==> config.mk <==
export PLATFORM = sky130hd
export DESIGN_NAME = bint_ident_responder_flat
export DESIGN_NICKNAME = d
export VERILOG_FILES = /design/src/rtl/bint_ident_pkg.sv /design/src/rtl/bint_ident_responder_if.sv /design/src/rtl/bint_ident_fifo.sv /design/src/rtl/bint_ident_responder.sv /design/src/flat_wrapper.sv
export SDC_FILE = /design/constraint.sdc
export NUM_CORES = 1
export LEC_CHECK = 0
export BUFFER_PORTS_ARGS = -buffer_cell sky130_fd_sc_hd__buf_4
export CAP_MARGIN = 10
export CORE_UTILIZATION = 35
export CTS_CLUSTER_DIAMETER = 150
export DETAILED_ROUTE_END_ITERATION = 10
export GPL_ROUTABILITY_DRIVEN = 0
export SYNTH_ARGS = -nofsm -noshare
export SYNTH_HDL_FRONTEND = slang
export SYNTH_SLANG_ARGS = --single-unit
==> constraint.sdc <==
create_clock -name MCLK -period 2.2 [get_ports MCLK]
set_clock_uncertainty 0.2 [all_clocks]
set_input_delay 0.44 -clock MCLK [delete_from_list [all_inputs] [get_ports MCLK]]
set_output_delay 0.44 -clock MCLK [all_outputs]
set_load 0.005 [all_outputs]
==> src/rtl/bint_ident_pkg.sv <==
// Shared constants and types for the bus interrupt ident responder.
package bint_ident_pkg;

  localparam int IDENT_W_DEF = 9;

  localparam logic [1:0] LEV10 = 2'd0;
  localparam logic [1:0] LEV11 = 2'd1;
  localparam logic [1:0] LEV12 = 2'd2;
  localparam logic [1:0] LEV13 = 2'd3;

  typedef enum logic [1:0] {
    IDLE  = 2'd0,
    RESP  = 2'd1,
    NOREP = 2'd2
  } state_t;

endpackage

==> src/rtl/bint_ident_responder_if.sv <==
// Device request, CPU ident strobe and bus interrupt lines of the responder.
interface bint_ident_responder_if
  import bint_ident_pkg::*;
#(
  parameter int IDENT_W = IDENT_W_DEF
);

  logic               REQ_VALID;
  logic [1:0]         REQ_LEV;
  logic [IDENT_W-1:0] REQ_CODE;
  logic               REQ_READY;
  logic [3:0]         LEVMASK;
  logic               IDENTN;
  logic [1:0]         IDLEV;
  logic               BINT10N;
  logic               BINT11N;
  logic               BINT12N;
  logic               BINT13N;
  logic               IDACKN;
  logic [IDENT_W-1:0] IDCODE;
  logic [3:0]         PEND_3_0;

  modport master (
    output REQ_VALID, REQ_LEV, REQ_CODE, LEVMASK, IDENTN, IDLEV,
    input  REQ_READY, BINT10N, BINT11N, BINT12N, BINT13N, IDACKN, IDCODE, PEND_3_0
  );

  modport slave (
    input  REQ_VALID, REQ_LEV, REQ_CODE, LEVMASK, IDENTN, IDLEV,
    output REQ_READY, BINT10N, BINT11N, BINT12N, BINT13N, IDACKN, IDCODE, PEND_3_0
  );

endinterface

==> src/rtl/bint_ident_fifo.sv <==
// Per-level ident code queue; head is the oldest entry, valid while not empty.
module bint_ident_fifo #(
  parameter int IDENT_W = 9,
  parameter int DEPTH   = 2,
  localparam int CW     = $clog2(DEPTH + 1),
  localparam int PW     = (DEPTH > 1) ? $clog2(DEPTH) : 1
) (
  input  logic               clk,
  input  logic               srst,
  input  logic               push,
  input  logic               pop,
  input  logic [IDENT_W-1:0] din,
  output logic [IDENT_W-1:0] head,
  output logic [CW-1:0]      count,
  output logic               full,
  output logic               empty
);

  logic [IDENT_W-1:0] mem [DEPTH];
  logic [PW-1:0]      rd_ptr_reg, wr_ptr_reg;
  logic [CW-1:0]      count_reg;
  logic               do_push, do_pop;

  function automatic logic [PW-1:0] ptr_inc(input logic [PW-1:0] p);
    return (p == PW'(DEPTH - 1)) ? '0 : p + PW'(1);
  endfunction

  assign full    = (count_reg == CW'(DEPTH));
  assign empty   = (count_reg == '0);
  assign do_push = push && !full;
  assign do_pop  = pop && !empty;
  assign count   = count_reg;
  assign head    = mem[rd_ptr_reg];

  always_ff @(posedge clk) begin
    if (do_push) begin
      mem[wr_ptr_reg] <= din;
    end
  end

  always_ff @(posedge clk) begin
    if (srst) begin
      rd_ptr_reg <= '0;
      wr_ptr_reg <= '0;
      count_reg  <= '0;
    end else begin
      if (do_push) wr_ptr_reg <= ptr_inc(wr_ptr_reg);
      if (do_pop)  rd_ptr_reg <= ptr_inc(rd_ptr_reg);
      // Simultaneous push and pop leaves the occupancy unchanged.
      if (do_push && !do_pop)      count_reg <= count_reg + CW'(1);
      else if (do_pop && !do_push) count_reg <= count_reg - CW'(1);
    end
  end

endmodule

==> src/rtl/bint_ident_responder.sv <==
// Queues ident codes per level 10-13, drives BINTnN and answers CPU ident cycles.
module bint_ident_responder
  import bint_ident_pkg::*;
#(
  parameter int IDENT_W = IDENT_W_DEF,
  parameter int DEPTH   = 2
) (
  input  logic                   MCLK,
  input  logic                   RESET,
  bint_ident_responder_if.slave  bus
);

  localparam int CW = $clog2(DEPTH + 1);

  logic [IDENT_W-1:0] head [4];
  logic [CW-1:0]      count [4];
  logic [3:0]         full, empty, push, pop;

  state_t             state_reg, state_next;
  logic [1:0]         lev_reg, code_lev;
  logic               idprev_reg, fall, resp_ok;
  logic               idackn_reg, idackn_next;
  logic [IDENT_W-1:0] idcode_reg, idcode_next;
  logic [3:0]         bint_reg;

  generate
    for (genvar gi = 0; gi < 4; gi++) begin : g_lev
      assign push[gi] = bus.REQ_VALID && bus.REQ_READY && (bus.REQ_LEV == 2'(gi));
      assign pop[gi]  = (state_reg == RESP) && bus.IDENTN && (lev_reg == 2'(gi));

      bint_ident_fifo #(
        .IDENT_W (IDENT_W),
        .DEPTH   (DEPTH)
      ) u_fifo (
        .clk   (MCLK),
        .srst  (RESET),
        .push  (push[gi]),
        .pop   (pop[gi]),
        .din   (bus.REQ_CODE),
        .head  (head[gi]),
        .count (count[gi]),
        .full  (full[gi]),
        .empty (empty[gi])
      );
    end
  endgenerate

  assign bus.REQ_READY = !full[bus.REQ_LEV];
  assign bus.PEND_3_0  = ~empty;
  assign fall          = idprev_reg && !bus.IDENTN;
  assign resp_ok       = (count[bus.IDLEV] != '0) && bus.LEVMASK[bus.IDLEV];

  always_ff @(posedge MCLK) begin
    if (RESET) begin
      state_reg  <= IDLE;
      lev_reg    <= LEV10;
      idprev_reg <= 1'b0;
    end else begin
      state_reg  <= state_next;
      idprev_reg <= bus.IDENTN;
      if (state_reg == IDLE && fall) lev_reg <= bus.IDLEV;
    end
  end

  always_comb begin
    state_next = state_reg;
    case (state_reg)
      IDLE:    if (fall) state_next = resp_ok ? RESP : NOREP;
      RESP:    if (bus.IDENTN) state_next = IDLE;
      NOREP:   if (bus.IDENTN) state_next = IDLE;
      default: state_next = IDLE;
    endcase
  end

  // The head of lev_reg cannot move during RESP, so re-sampling it keeps IDCODE stable.
  always_comb begin
    code_lev    = (state_reg == IDLE) ? bus.IDLEV : lev_reg;
    idackn_next = (state_next != RESP);
    idcode_next = (state_next == RESP) ? head[code_lev] : '0;
  end

  always_ff @(posedge MCLK) begin
    if (RESET) begin
      idackn_reg <= 1'b1;
      idcode_reg <= '0;
      bint_reg   <= 4'hF;
    end else begin
      idackn_reg <= idackn_next;
      idcode_reg <= idcode_next;
      bint_reg   <= ~(~empty & bus.LEVMASK);
    end
  end

  assign bus.IDACKN  = idackn_reg;
  assign bus.IDCODE  = idcode_reg;
  assign bus.BINT10N = bint_reg[LEV10];
  assign bus.BINT11N = bint_reg[LEV11];
  assign bus.BINT12N = bint_reg[LEV12];
  assign bus.BINT13N = bint_reg[LEV13];

endmodule
==> src/flat_wrapper.sv <==
// flat-port wrapper written by rule: the top's interface ports become plain ports
module bint_ident_responder_flat import bint_ident_pkg::*;
#(
  parameter int IDENT_W = IDENT_W_DEF,
  parameter int DEPTH   = 2
)
  (MCLK, RESET, bus_REQ_VALID, bus_REQ_LEV, bus_REQ_CODE, bus_LEVMASK, bus_IDENTN, bus_IDLEV, bus_REQ_READY, bus_BINT10N, bus_BINT11N, bus_BINT12N, bus_BINT13N, bus_IDACKN, bus_IDCODE, bus_PEND_3_0);
  bint_ident_responder_if #(.IDENT_W(IDENT_W)) bus_i ();
  input  logic MCLK;
  input  logic RESET;
  input wire logic [$bits(bus_i.REQ_VALID)-1:0] bus_REQ_VALID;
  input wire logic [$bits(bus_i.REQ_LEV)-1:0] bus_REQ_LEV;
  input wire logic [$bits(bus_i.REQ_CODE)-1:0] bus_REQ_CODE;
  input wire logic [$bits(bus_i.LEVMASK)-1:0] bus_LEVMASK;
  input wire logic [$bits(bus_i.IDENTN)-1:0] bus_IDENTN;
  input wire logic [$bits(bus_i.IDLEV)-1:0] bus_IDLEV;
  output wire logic [$bits(bus_i.REQ_READY)-1:0] bus_REQ_READY;
  output wire logic [$bits(bus_i.BINT10N)-1:0] bus_BINT10N;
  output wire logic [$bits(bus_i.BINT11N)-1:0] bus_BINT11N;
  output wire logic [$bits(bus_i.BINT12N)-1:0] bus_BINT12N;
  output wire logic [$bits(bus_i.BINT13N)-1:0] bus_BINT13N;
  output wire logic [$bits(bus_i.IDACKN)-1:0] bus_IDACKN;
  output wire logic [$bits(bus_i.IDCODE)-1:0] bus_IDCODE;
  output wire logic [$bits(bus_i.PEND_3_0)-1:0] bus_PEND_3_0;
  assign bus_i.REQ_VALID = bus_REQ_VALID;
  assign bus_i.REQ_LEV = bus_REQ_LEV;
  assign bus_i.REQ_CODE = bus_REQ_CODE;
  assign bus_i.LEVMASK = bus_LEVMASK;
  assign bus_i.IDENTN = bus_IDENTN;
  assign bus_i.IDLEV = bus_IDLEV;
  assign bus_REQ_READY = bus_i.REQ_READY;
  assign bus_BINT10N = bus_i.BINT10N;
  assign bus_BINT11N = bus_i.BINT11N;
  assign bus_BINT12N = bus_i.BINT12N;
  assign bus_BINT13N = bus_i.BINT13N;
  assign bus_IDACKN = bus_i.IDACKN;
  assign bus_IDCODE = bus_i.IDCODE;
  assign bus_PEND_3_0 = bus_i.PEND_3_0;
  bint_ident_responder #(.IDENT_W(IDENT_W), .DEPTH(DEPTH)) u_core (.MCLK(MCLK), .RESET(RESET), .bus(bus_i));
endmodule
# == Yosys cells after proc, flatten, opt, wreduce, memory -nomap -nowiden ==
# Memory sizes are Yosys's and may differ from the RTL's. A register that Yosys moved wholly into a read port is not among the register bits.
# Cells that the tools add are included.
# totals
out_inout_bits,19
latch_bits,0
ramBits,72
mem_bits_ro,0
elab_cells,170
input_bits,21
mem_count,4
register_bits,35
# op_classes
muxes,47
n_bitwise,6
shift,0
mul,0
add_sub_neg,16
div,0
eq_ne,14
n_reduce_logical,61
magnitude_cmp,4
# memory_table
memory,words,width,read_ports,rd_clocked_by_memory_dff,write_ports,line,rtl
u_core.g_lev[0].u_fifo.mem,2,9,1,1,1,bint_ident_fifo.sv:19,logic [IDENT_W-1:0] mem [DEPTH];
u_core.g_lev[1].u_fifo.mem,2,9,1,1,1,bint_ident_fifo.sv:19,
u_core.g_lev[2].u_fifo.mem,2,9,1,1,1,bint_ident_fifo.sv:19,
u_core.g_lev[3].u_fifo.mem,2,9,1,1,1,bint_ident_fifo.sv:19,
# ops
op,count
$logic_and A1 B1 Y1,29
$mux W2,14
$mux W1,26
$bmux W9 S2,1
$eq A2 B2 Y1 const B,9
$logic_not A1 Y1,18
$mux W9,2
$logic_not A2 Y1,7
$reduce_bool A2 Y1,5
$add A1 B1 Y1 const B,8
$add A2 B1 Y2 const B,4
$eq A2 B1 Y1 const B,4
$not A4 Y4,2
$sub A2 B1 Y2 const B,4
$ge A3 B3 Y1 const B,2
$lt A2 B3 Y1 const B,2
$not A2 Y3,2
$and A4 B4 Y4,1
$bmux W1 S2,2
$bmux W2 S2,1
$pmux W2 S2,1
$reduce_or A2 Y1,2
$ne A2 B1 Y1 const B,1
$not A1 Y1,1

# == Depth between registers and ports, before layout ==
# Gate-level depths: netlist of run 1.
# depth
depth_word,12
depth_mapped,8
ltp_nobuf,8

# == Hierarchy ==
# From an unflattened synthesis of run 1, not the netlist that was laid out.
# unflattened
cells_unflattened,316
hier_area_um2,4553.1
# modules_own_cells
module,seq_area_each_um2,cells_per_inst,area_each_um2,instances
bint_ident_fifo,640.6,53,864.6,4
bint_ident_responder,380.4,104,1094.8,1

# == Worst setup path before layout of run 1 ==
# No wires, ideal clock.
# synth_timing
path_kind,reg-to-reg
start,register u_core.g_lev[1].u_fifo.count_reg[0]
end,"memory u_core.g_lev[1].u_fifo.mem[0][0], enable pin"
arrival_time_ns,1.576
period_less_slack_ns,2.175
required_time_ns,1.600
path_slack_ns,0.025
path_stages_with_launch,3
setup_ns,0.400
path_buffers,0
cell_sequence,dfxtp_1 and2b_1 nor4_1
# synth_via
elab_chain_len,9
elab_cells_between_ends,10
classes_between,1 x eq/ne; 4 x mux; 5 x reduce/logical
# synth_lines
element,line,rtl
start: declaration,bint_ident_fifo.sv:21,logic [CW-1:0] count_reg;
start signal: assignment,bint_ident_fifo.sv:50,if (do_push && !do_pop) count_reg <= count_reg + CW'(1);
start signal: assignment,bint_ident_fifo.sv:51,else if (do_pop && !do_push) count_reg <= count_reg - CW'(1);
$eq A2 B2 Y1 (*),bint_ident_fifo.sv:28,assign full = (count_reg == CW'(DEPTH));
$bmux W1 S2,bint_ident_responder.sv:48,assign bus.REQ_READY = !full[bus.REQ_LEV];
$mux W1 (implied by the code),bint_ident_responder.sv:48,
$logic_not A1 Y1,bint_ident_responder.sv:48,
$logic_and A1 B1 Y1 (2 in series),bint_ident_responder.sv:28,assign push[gi] = bus.REQ_VALID && bus.REQ_READY && (bus.REQ_LEV == 2'(gi));
$logic_and A1 B1 Y1 (*),bint_ident_fifo.sv:30,assign do_push = push && !full;
$mux W1 (*),bint_ident_fifo.sv:36,if (do_push) begin
$mux W1 (implied by the code) (*),bint_ident_fifo.sv:37,mem[wr_ptr_reg] <= din;
end: declaration,bint_ident_fifo.sv:19,
# Every way passes the cells marked *; elsewhere a longest branch is shown, timed or not. The select of a mux whose other input is x is not followed.

# == Worst setup path in the final report of run 1 ==
# layout_timing
start,register u_core.state_reg[1]
end,register u_core.g_lev[0].u_fifo.count_reg[1]
# layout_via
elab_chain_len,7
elab_cells_between_ends,9
classes_between,1 x eq/ne; 1 x mux; 7 x reduce/logical
# layout_lines
element,line,rtl
start: declaration,bint_ident_responder.sv:19,"state_t state_reg, state_next;"
start signal: assignment,bint_ident_responder.sv:59,state_reg <= state_next;
$eq A2 B1 Y1 (*),bint_ident_responder.sv:29,assign pop[gi] = (state_reg == RESP) && bus.IDENTN && (lev_reg == 2'(gi));
$logic_and A1 B1 Y1 (*) (2 in series),bint_ident_responder.sv:29,
$logic_and A1 B1 Y1 (*),bint_ident_fifo.sv:31,assign do_pop = pop && !empty;
$logic_not A1 Y1,bint_ident_fifo.sv:50,
$logic_and A1 B1 Y1,bint_ident_fifo.sv:50,
$mux W2 / $reduce_bool A2 Y1 (equally long branches),-,
end signal: assignment,bint_ident_fifo.sv:50,
end signal: assignment,bint_ident_fifo.sv:51,
end: declaration,bint_ident_fifo.sv:21,
# Every way passes the cells marked *; elsewhere a longest branch is shown, timed or not.
# A chain may end at the register's enable or synchronous reset.

==> metrics.md, run 1 <==
| Metric | Value |
|---|---|
| Final period utilization | 1.00 |
| Buffers on Ports | 39 |
| Placed inst area | 5190 µm² |
| Most common cell in the netlist | edfxtp_1 |
| Max FFs per register | 72 |
| RSZ-0062 raised after global routing | yes |
| HP Class | primary input to flip-flop |
| Asr flop ratio synth | 0 |
| Sequential power share | 0.523 |
| PD cells | 788 nW/µm² |
| Switch share | 0.217 |
| Peak supply drop | 0.500 mV |
| Die width | 115 µm |
| Dpl hpwl | 6.08 mm |
| Worst slew pin tran | 0.476 ns |
| Height of the chip | 115 µm |
| Slew Viols, Final | 0 |
| Post-route design area | 5570 µm² |
| CTS H-tree lvls | 3 |
| Post-synth top flop | edfxtp_1 |
| Syn_nets | 349 |
| Post-Route WL | 9.12 mm |
| Number of global-route vias before repair | 2741 |
| Grt total ovfl | 0 |
| Max-cap violations | 0 |
| WL per Instance | 16.3 µm |
| Clock Latency Late Sink | 0.35 ns |
| Cell internal pwr | 3.44 mW |
| # IOs | 40 |
| Final Setup Violations | 1 |
| Mean post-synth cell area | 14.0 µm² |
| Vias after detailed routing | 2691 |
| YS warnings | 0 |
| Kind of critical path | flip-flop to flip-flop |
| Remaining DRCs | 0 |
| Clock buffer depth | 2 |
| Post-synthesis sequential area ratio | 0.653 |
| Lkg Pwr | 1.98 nW |
| CTS clk-pin slew, worst paths | 0.07 ns |
| Synth cell count leaders | 72 x edfxtp_1, 39 x dfxtp_1, 21 x mux2i_1, 21 x nor2_1, 14 x nor2b_1 |
| CP Launch Type | flip-flop |
| Fin worst setup slack | -0.00194 ns |
| Cts hold-fix bufs | 0 |
| CTS tree | built |
| Post-Syn Area | 4500 µm² |
| Core area | 12600 µm² |
| Post-CTS Setup Inserts | 0 |
| Fmax | 0.454 GHz |
| Switch Pwr | 952 µW |
| Clk pwr share | 0.402 |
| DR pass1 iterations | 4 |
| Synth area leaders | edfxtp_1 48%, dfxtp_1 17%, mux2i_1 4.7% |
| Starting Density | 0.358 |
| Number of DRC markers in iteration 0 | 142 |
| Area growth from synthesis to final layout | 23.7% |
| Initial antenna violation count | 0 |
| Combinational share of power | 0.075 |
| Die area | 13300 µm² |
| Final net count | 412 |
| Failing checks | negative setup slack |
| Avg Vias per Cell | 4.80 |
| Status | finished with violations |
| Routed Antenna Nets | 0 |
| CP endpoint kind | flip-flop |
| Critical Path RT | 2.28 ns |
| Fin crit period | 2.20 ns |
| Pin count of the biggest net entering global routing | 31 |
| GRT Util Overall | 0.151 |
| FP Rows | 41 |
| Clk root buf | clkbuf_16 |
| Flop and latch count out of synthesis | 111 |
| Fillers | 1127 |
| Final core utilization | 0.443 |
| First-pass GRT wire length | 14.5 mm |
| Clk sink count | 111 |
| Post-synth EDFFs | 72 |
| TritonCTS Buffers | 9 |
| Area share of the largest cell type after synthesis | 0.480 |
| Layout cell share with drive strength beyond 1 | 0.319 |
| Final hold violations | 0 |
| Ant diodes | 0 |
| Unique masters post-synth | 44 |
| Crit-path max FO | 2 |
| CP arrival | 2.28 ns |
| Largest area contributor in the netlist | edfxtp_1 |
| Synth Instances | 321 |
| Slew HR | 0.682 |
==> worst paths after layout <==
path | startpoint | to | slack, ns | cells after the start
worst max-delay path | u_core.state_reg[1]$_SDFF_PP0_ | u_core.g_lev[0].u_fifo.count[1]$_SDFFE_PP0P_ | -0.002 | 8
worst min-delay path | bus_REQ_CODE[0] | u_core.g_lev[2].u_fifo.mem[1][0]$_DFFE_PP_ | 0.13 | 1
worst max register to register | u_core.state_reg[1]$_SDFF_PP0_ | u_core.g_lev[0].u_fifo.count[1]$_SDFFE_PP0P_ | -0.002 | 8
worst min register to register | u_core.g_lev[0].u_fifo.rd_ptr_reg$_SDFFE_PP0P_ | flip-flop | 0.30 | 2
==> cell families (layout without fill, tap and decap cells) <==
family	after synthesis	count (layout)	share of synthesized area
flops	111	111	0.653
fa+ha+maj	7	7	0.0194
simple gates	82	82	0.0983
xor+xnor	16	16	0.0311
mux	33	33	0.0825
buf+inv	18	86	0.0186
compound gates	54	54	0.0967
==> per-layer routing <==
| metal | track usage | wire (µm) |
|---|---|---|
| met2 | 0.257 | 4450 |
| met3 | 0.0403 | 457 |
| met4 | 0.0468 | 100 |
| met1 | 0.186 | 4110 |
| met5 | 0 | 0 |
==> final cells by class <==
type	instances	area [µm²]	area share
inverter	5	18.8	0.00337
multi-input combinational	192	1530	0.275
tap	172	215	0.0386
clock inverter	7	104	0.0186
timing repair buffer	65	526	0.0943
clock buffer	9	225	0.0404
sequential	111	2950	0.530
==> stage by stage <==
stage	std cells	TNS [ns]	setup slack [ns]	hold slack, ns	power (mW)
6_report	561	-0.00194	-0.00194	0.126	4.39
5_1_grt	561	-0.0629	-0.0629	0.117	4.55
4_1_cts	561	0	0.0157	0.109	4.43
3_5_place_dp	545	0	0.00987	0.290	2.67
3_3_place_gp	545	0	0.0240	0.287	2.66
2_1_floorplan	321	0	0.0248	0.272	2.51
==> timing repair <==
item                                   in CTS  in global routing
pin swaps                                   1                  6
endpoints found under the hold margin       0                  0
resized for setup                           2                 13
setup endpoints to repair                   1                  5
==> placed cells by master, fill, tap and decap left out, types with 3 or more instances in the layout <==
master / synthesis / final
nand2_1: 11 / 10
clkbuf_16: 0 / 9
nor2b_1: 14 / 14
a211oi_2: 9 / 9
ha_1: 7 / 5
inv_1: 5 / 4
mux2i_1: 21 / 21
o21ai_0: 6 / 6
a211oi_1: 9 / 9
or2_2: 7 / 7
or3_1: 6 / 6
edfxtp_1: 72 / 72
a21oi_1: 5 / 4
buf_4: 1 / 62
a211o_1: 9 / 9
dfxtp_1: 39 / 33
dfxtp_2: 0 / 6
nor2_1: 21 / 21
mux2_2: 9 / 9
o211ai_1: 9 / 9
xnor2_1: 4 / 4
xor2_1: 12 / 11
and2_1: 4 / 4
buf_12: 0 / 3
o21ai_1: 4 / 4
nand2b_1: 5 / 5
==> critical path, stage by stage (launching register included) <==
cell     delay, ns
dfxtp_2       0.33
inv_2         0.08
ha_4          0.14
nand2_2       0.04
or4_4         0.53
ha_4          0.18
xor2_2        0.14
or3_1         0.39
a21oi_2       0.12
==> power by group through the flow <==
stage / combinational, mW / clock, mW / sequential, mW
6_report: 0.329 / 1.76 / 2.30
5_1_grt: 0.364 / 1.88 / 2.30
4_1_cts: 0.330 / 1.80 / 2.30
3_5_place_dp: 0.327 / 0 / 2.34
3_3_place_gp: 0.320 / 0 / 2.34
2_1_floorplan: 0.177 / 0 / 2.34
No activity file was read; power rests on OpenSTA's default activity.
==> inputs of run 2 (changes only) <==
--- a/config.mk
+++ b/config.mk
@@ -7,10 +7,12 @@
 export LEC_CHECK = 0
 export BUFFER_PORTS_ARGS = -buffer_cell sky130_fd_sc_hd__buf_4
 export CAP_MARGIN = 10
+export CORE_MARGIN = 4
 export CORE_UTILIZATION = 35
 export CTS_CLUSTER_DIAMETER = 150
 export DETAILED_ROUTE_END_ITERATION = 10
 export GPL_ROUTABILITY_DRIVEN = 0
+export PLACE_DENSITY = 0.55
 export SYNTH_ARGS = -nofsm -noshare
 export SYNTH_HDL_FRONTEND = slang
 export SYNTH_SLANG_ARGS = --single-unit
==> metrics.md, run 2 (synthesized netlist as in run 1, its figures left out) <==
| Metric | Value |
|---|---|
| RSZ-0062 raised after global routing | no (was yes) |
| GRT Util Overall | 0.134 (was 0.151) |
| Highest routed layer | met4 (unchanged) |
| Fmax | 0.469 GHz (was 0.454 GHz) |
| Slew HR | 0.687 (was 0.682) |
| TritonCTS Buffers | 9 (unchanged) |
| Final Setup Violations | 0 (was 1) |
| Clk root buf | clkbuf_16 (unchanged) |
| CP endpoint kind | output port (was flip-flop) |
| CP bufs+invs | 1 (unchanged) |
| CP arrival | 1.49 ns (was 2.28 ns) |
| Kind of critical path | flip-flop to output port (was flip-flop to flip-flop) |
| FP Rows | 41 (unchanged) |
| Grt total ovfl | 0 (unchanged) |
| Most common cell after layout, fill and taps aside | edfxtp_1 (unchanged) |
| Slew Viols, Final | 0 (unchanged) |
| Core area | 12600 µm² (about the same) |
| Peak supply drop | 0.416 mV (was 0.500 mV) |
| Post-Route WL | 9.56 mm (was 9.12 mm) |
| WL per Instance | 16.9 µm (was 16.3 µm) |
| Max FFs per register | 72 (unchanged) |
| Ant diodes | 0 (unchanged) |
| Status | finished, final reports clean (was finished with violations) |
| CP max-delay cell | mux4_2 (was or4_4) |
| Final net count | 417 (was 412) |
| # IOs | 40 (unchanged) |
| Fin crit period | 2.13 ns (was 2.20 ns) |
| Fin Setup TNS | 0 ns (was -0.00194 ns) |
| Die width | 121 µm (was 115 µm) |
| Final period utilization | 0.968 (was 1.00) |
| HP Class | primary input to flip-flop (unchanged) |
| CP Launch Type | flip-flop (unchanged) |
| Worst slew pin tran | 0.469 ns (was 0.476 ns) |
| Final hold violations | 0 (unchanged) |
| Remaining DRCs | 0 (unchanged) |
| CTS tree | built (unchanged) |
| CTS H-tree lvls | 3 (unchanged) |
| Number of global-route vias before repair | 2808 (was 2741) |
| Initial antenna violation count | 0 (unchanged) |
| Post-route design area | 5600 µm² (was 5570 µm²) |
| Lkg Pwr | 1.99 nW (was 1.98 nW) |
| Pin count of the biggest net entering global routing | 31 (unchanged) |
| DR pass1 iterations | 4 (unchanged) |
| Routed Antenna Nets | 0 (unchanged) |
| Top Family by Delay on Critical Path | multiplexers (was simple AND/OR/NAND/NOR gates) |
| PD cells | 764 nW/µm² (was 788 nW/µm²) |
| Crit-path max FO | 6 (was 2) |
| Cell Chain, Critical Path | nand2b_1 -> mux4_2 -> buf_4 (was inv_2 -> ha_4 -> nand2_2 -> or4_4 -> ha_4 -> xor2_2 -> or3_1 -> a21oi_2) |
| Height of the chip | 121 µm (was 115 µm) |
| Most frequent cells in the layout | 72 x edfxtp_1, 66 x buf_4, 32 x dfxtp_1 (was 72 x edfxtp_1, 62 x buf_4, 33 x dfxtp_1) |
| Starting Density | 0.357 (was 0.358) |
| Avg Vias per Cell | 4.85 (was 4.80) |
| Vias after detailed routing | 2746 (was 2691) |
| CP peak stage delay | 0.49 ns (was 0.53 ns) |
| Critical Path RT | 1.56 ns (was 2.28 ns) |
| Dpl hpwl | 6.20 mm (was 6.08 mm) |
| Cts hold-fix bufs | 0 (unchanged) |
| Met3 routed WL | 636 µm (was 457 µm) |
| Clk sink count | 111 (unchanged) |
| Placed inst area | 5220 µm² (was 5190 µm²) |
| CTS clk-pin slew, worst paths | 0.07 ns (about the same) |
| Max-cap violations | 0 (unchanged) |
| First-pass GRT wire length | 14.8 mm (was 14.5 mm) |
| Clock Latency Late Sink | 0.34 ns (was 0.35 ns) |
| Die area | 14700 µm² (was 13300 µm²) |
| Layout cell share with drive strength beyond 1 | 0.330 (was 0.319) |
| Buffers on Ports | 39 (unchanged) |
| Clock buffer depth | 2 (unchanged) |
| Number of DRC markers in iteration 0 | 153 (was 142) |
| Met1 Routed Length | 4.24 mm (was 4.11 mm) |
| Area growth from synthesis to final layout | 24.2% (was 23.7%) |
| Met2 wire length | 4.54 mm (was 4.45 mm) |
[run 2: per-stage QoR]
stage	std cells	worst slack (ns)	power [mW]	util	hold slack [ns]
finish	566	0.0698	4.28	0.443	0.127
global route	566	0.00888	4.45	0.443	0.108
CTS	565	0.00228	4.32	0.438	0.109
detailed placement	549	-0.0168	2.67	0.413	0.298
global placement	549	0.0534	2.67	0.413	0.282
floorplan	321	0.0248	2.51	-	0.272
[run 2: final timing paths]
kind                                                                     start  slack, ns  cells past startpoint                                        endpoint
worst max-delay path              u_core.g_lev[3].u_fifo.count[0]$_SDFFE_PP0P_       0.07                      3                                   bus_REQ_READY
worst min-delay path                                           bus_REQ_CODE[3]       0.13                      1      u_core.g_lev[2].u_fifo.mem[0][3]$_DFFE_PP_
worst max register to register                  u_core.state_reg[1]$_SDFF_PP0_       0.10                      7    u_core.g_lev[2].u_fifo.count[1]$_SDFFE_PP0P_
worst min register to register  u_core.g_lev[3].u_fifo.rd_ptr_reg$_SDFFE_PP0P_       0.31                      2  u_core.g_lev[3].u_fifo.rd_ptr_reg$_SDFFE_PP0P_
[run 2: routing by layer]
| metal | vias up | GRT usage |
|---|---|---|
| li1 | 1329 | - |
| met1 | 1331 | 0.172 |
| met2 | 74 | 0.216 |
| met3 | 12 | 0.0443 |
| met4 | 0 | 0.0385 |
| met5 | - | 0 |
[run 2: timing repair]
| item | 4_1_cts | 5_1_grt |
|---|---|---|
| setup endpoints to repair | 1 | 12 |
| gates cloned | 0 | 1 |
| gates resized for setup | 2 | 16 |
| endpoints found under the hold margin | 0 | 0 |
| pin swaps | 0 | 2 |
| buffers inserted | 0 | 0 |
[run 2: area by class of cell]
cell class,instances,area [µm²]
clock buffer,9,225
clock inverter,7,77.6
fill,1190,7020
inverter,5,18.8
multi-input combinational,193,1550
sequential,111,2950
tap,172,215
timing repair buffer,69,556
[run 2: power breakdown]
group	internal, mW	total (mW)	switching (mW)	leakage, nW
Combinational	0.162	0.340	0.178	0.869
Clock	0.895	1.64	0.742	0.148
Sequential	2.27	2.30	0.0281	0.973
Total	3.33	4.28	0.949	1.99
==> inputs of run 3 (changes only) <==
--- a/config.mk
+++ b/config.mk
@@ -12,7 +12,8 @@
 export CTS_CLUSTER_DIAMETER = 150
 export DETAILED_ROUTE_END_ITERATION = 10
 export GPL_ROUTABILITY_DRIVEN = 0
-export PLACE_DENSITY = 0.55
+export GPL_TIMING_DRIVEN = 0
+export PLACE_DENSITY = 0.54
 export SYNTH_ARGS = -nofsm -noshare
 export SYNTH_HDL_FRONTEND = slang
 export SYNTH_SLANG_ARGS = --single-unit
==> constraint.sdc (replaced) <==
create_clock -name MCLK -period 2.5 [get_ports MCLK]
set_clock_uncertainty 0.2 [all_clocks]
set_input_delay 0.5 -clock MCLK [delete_from_list [all_inputs] [get_ports MCLK]]
set_output_delay 0.5 -clock MCLK [all_outputs]
set_load 0.005 [all_outputs]
==> metrics.md, run 3 (synthesized netlist as in run 1, its figures left out) <==
| Metric | Value |
|---|---|
| CP max-delay cell | or4_1 (was mux4_2) |
| Crit-path max FO | 5 (was 6) |
| Starting Density | 0.357 (unchanged) |
| Cell Chain, Critical Path | ha_1 -> nand2_1 -> or4_1 -> ha_1 -> or3_1 -> a21oi_1 (was nand2b_1 -> mux4_2 -> buf_4) |
| Reg-to-Reg Start | u_core.state_reg[0]$_SDFF_PP0_ (was u_core.state_reg[1]$_SDFF_PP0_) |
| Lkg Pwr | 1.85 nW (was 1.99 nW) |
| Final Setup Violations | 0 (unchanged) |
| Clock Latency Late Sink | 0.35 ns (was 0.34 ns) |
| Fin Hold WS | 0.179 ns (was 0.127 ns) |
| Status | finished, final reports clean (unchanged) |
| CP peak stage delay | 0.54 ns (was 0.49 ns) |
| Slew Viols, Final | 0 (unchanged) |
| Vias after detailed routing | 2590 (was 2746) |
| Worst slew pin tran | 0.978 ns (was 0.469 ns) |
| Placed cells | 533 (was 549) |
| Worst reg-to-reg setup slack | 0.1 ns (was 0.10 ns) |
| RSZ-0062 raised after global routing | no (unchanged) |
| Height of the chip | 121 µm (unchanged) |
| Most common cell after layout, fill and taps aside | edfxtp_1 (unchanged) |
| PD cells | 699 nW/µm² (was 764 nW/µm²) |
| CP arrival | 2.48 ns (was 1.49 ns) |
| CP Launch Type | flip-flop (unchanged) |
| DR pass1 iterations | 4 (unchanged) |
| Post-Route WL | 9.30 mm (was 9.56 mm) |
| Dpl hpwl | 6.55 mm (was 6.20 mm) |
| Number of DRC markers in iteration 0 | 139 (was 153) |
| First-pass GRT wire length | 14.8 mm (about the same) |
| CTS clk-pin slew, worst paths | 0.08 ns (was 0.07 ns) |
| Met2 usage | 0.225 (was 0.216) |
| Peak supply drop | 0.275 mV (was 0.416 mV) |
| Avg Vias per Cell | 4.72 (was 4.85) |
| Clk sink count | 111 (unchanged) |
| # IOs | 40 (unchanged) |
| Post-CTS Setup Inserts | 0 (unchanged) |
| CP endpoint kind | flip-flop (was output port) |
| Hold path startpoint | bus_REQ_CODE[1] (was bus_REQ_CODE[3]) |
| Grt total ovfl | 0 (unchanged) |
| Kind of critical path | flip-flop to flip-flop (was flip-flop to output port) |
| Die area | 14700 µm² (unchanged) |
| Final core utilization | 0.424 (was 0.443) |
| Routing usage on met1 | 0.172 (about the same) |
| Max FFs per register | 72 (unchanged) |
| TritonCTS Buffers | 9 (unchanged) |
| Critical Path RT | 2.57 ns (was 1.56 ns) |
| Number of global-route vias before repair | 2729 (was 2808) |
| Fin Setup TNS | 0 ns (unchanged) |
| CTS tree | built (unchanged) |
| Final Non-Filler Cells | 549 (was 566) |
| Core area | 12600 µm² (unchanged) |
| Most common cell on crit path | ha_1 |
| Final hold violations | 0 (unchanged) |
| Buffers on Ports | 39 (unchanged) |
| Most frequent cells in the layout | 72 x edfxtp_1, 41 x buf_4, 39 x dfxtp_1 (was 72 x edfxtp_1, 66 x buf_4, 32 x dfxtp_1) |
| Met3 Use GR | 0.0256 (was 0.0443) |
| Final period utilization | 0.962 |
| Ant diodes | 0 (unchanged) |
| Routed Antenna Nets | 0 (unchanged) |
| Clock buffer depth | 2 (unchanged) |
| Slew HR | 0.346 (was 0.687) |
| CTS H-tree lvls | 3 (unchanged) |
| WL per Instance | 16.9 µm (about the same) |
| FP Rows | 41 (unchanged) |
| GRT Util Overall | 0.135 (was 0.134) |
| Final net count | 400 (was 417) |
| Max-cap violations | 0 (unchanged) |
| Initial antenna violation count | 0 (unchanged) |
| Cells on worst reg2reg path | 6 (was 7) |
| WHS Path Cells | 1 (unchanged) |
| Clk root buf | clkbuf_16 (unchanged) |
| Critical R2R Capture | u_core.g_lev[0].u_fifo.count[1]$_SDFFE_PP0P_ (was u_core.g_lev[2].u_fifo.count[1]$_SDFFE_PP0P_) |
| Pin count of the biggest net entering global routing | 19 (was 31) |
| Fmax | 0.416 GHz |
| HP Class | primary input to flip-flop (unchanged) |
| Remaining DRCs | 0 (unchanged) |
| Placed inst area | 5030 µm² (was 5220 µm²) |
| Cts hold-fix bufs | 0 (unchanged) |
| Post-route design area | 5350 µm² (was 5600 µm²) |
| Gr busiest metal | met2 (unchanged) |
| Layout cell share with drive strength beyond 1 | 0.252 (was 0.330) |
| WHS Endpoint | u_core.g_lev[2].u_fifo.mem[0][1]$_DFFE_PP_ (was u_core.g_lev[2].u_fifo.mem[0][3]$_DFFE_PP_) |
| Area growth from synthesis to final layout | 18.7% (was 24.2%) |
| Fin crit period | 2.40 ns |
| Die width | 121 µm (unchanged) |
run 3: cell types whose count changed in the layout (fill, tap and decap cells not counted), moves of 2 or more:
cell      previous run  this run
buf_2                0         3
ha_1                 3         7
clkinv_2             0         2
dfxtp_1             32        39
ha_4                 3         0
buf_4               66        41
clkbuf_2             0         2
clkbuf_1             0         6
buf_12               3         0
inv_6                3         1
dfxtp_2              7         0
run 3: timing repair:
item,in CTS,in global routing
setup endpoints to repair,18,9
gates resized for setup,3,3
hold endpoints to repair,0,0
cloned,0,0
run 3: power breakdown:
group          total [mW]  internal (mW)  switching, mW
combinational       0.274          0.121          0.153
sequential           2.02           2.00         0.0241
clock                1.44          0.787          0.653
total                3.73           2.90          0.831
run 3: layout make-up:
cell class	count	area (µm²)
fillers	1201	7270
flip-flops and latches	111	2940
multi-input cells	192	1510
repair buffers	40	300
clock buffers	10	229
well taps	172	215
clock inverters	6	68.8
plain buffers	13	66.3
inverters	5	18.8
run 3: worst max-delay path by stage:
stage | startpoint | end | slack, ns | depth (start not counted)
after detailed placement | bus_REQ_LEV[0] | u_core.g_lev[0].u_fifo.mem[0][7]$_DFFE_PP_ | -0.33 | 3
after global routing | u_core.state_reg[0]$_SDFF_PP0_ | u_core.g_lev[0].u_fifo.count[1]$_SDFFE_PP0P_ | 0.02 | 6
after floorplan | u_core.g_lev[1].u_fifo.count[0]$_SDFFE_PP0P_ | u_core.g_lev[1].u_fifo.mem[0][0]$_DFFE_PP_ | 0.32 | 2
final | u_core.state_reg[0]$_SDFF_PP0_ | u_core.g_lev[0].u_fifo.count[1]$_SDFFE_PP0P_ | 0.1 | 6
after CTS | u_core.state_reg[0]$_SDFF_PP0_ | u_core.bus.IDCODE[8]$_SDFF_PP0_ | 0.04 | 6
after global placement | bus_REQ_LEV[1] | u_core.g_lev[1].u_fifo.mem[0][7]$_DFFE_PP_ | -0.37 | 2
run 3: per-stage QoR:
stage          power [mW]  setup WS [ns]
5_1_grt              3.89         0.0189
4_1_cts              3.78         0.0424
3_3_place_gp         2.33         -0.375
2_1_floorplan        2.21          0.325
3_5_place_dp         2.34         -0.328
6_report             3.73         0.0958
run 3: worst max-delay path, delay by kind of cell (launching register included):
family / cells / cell delay, ns
AOI/OAI and AO/OA: 1 / 0.14
adders and majority gates: 2 / 0.55
DFF: 1 / 0.43
and+or+nand+nor: 3 / 1.00
run 3: per-layer routing:
layer,vias to the layer above,routed length (µm)
li1,1297,-
met1,1241,4260
met2,43,4600
met3,9,337
met4,0,104
met5,-,0
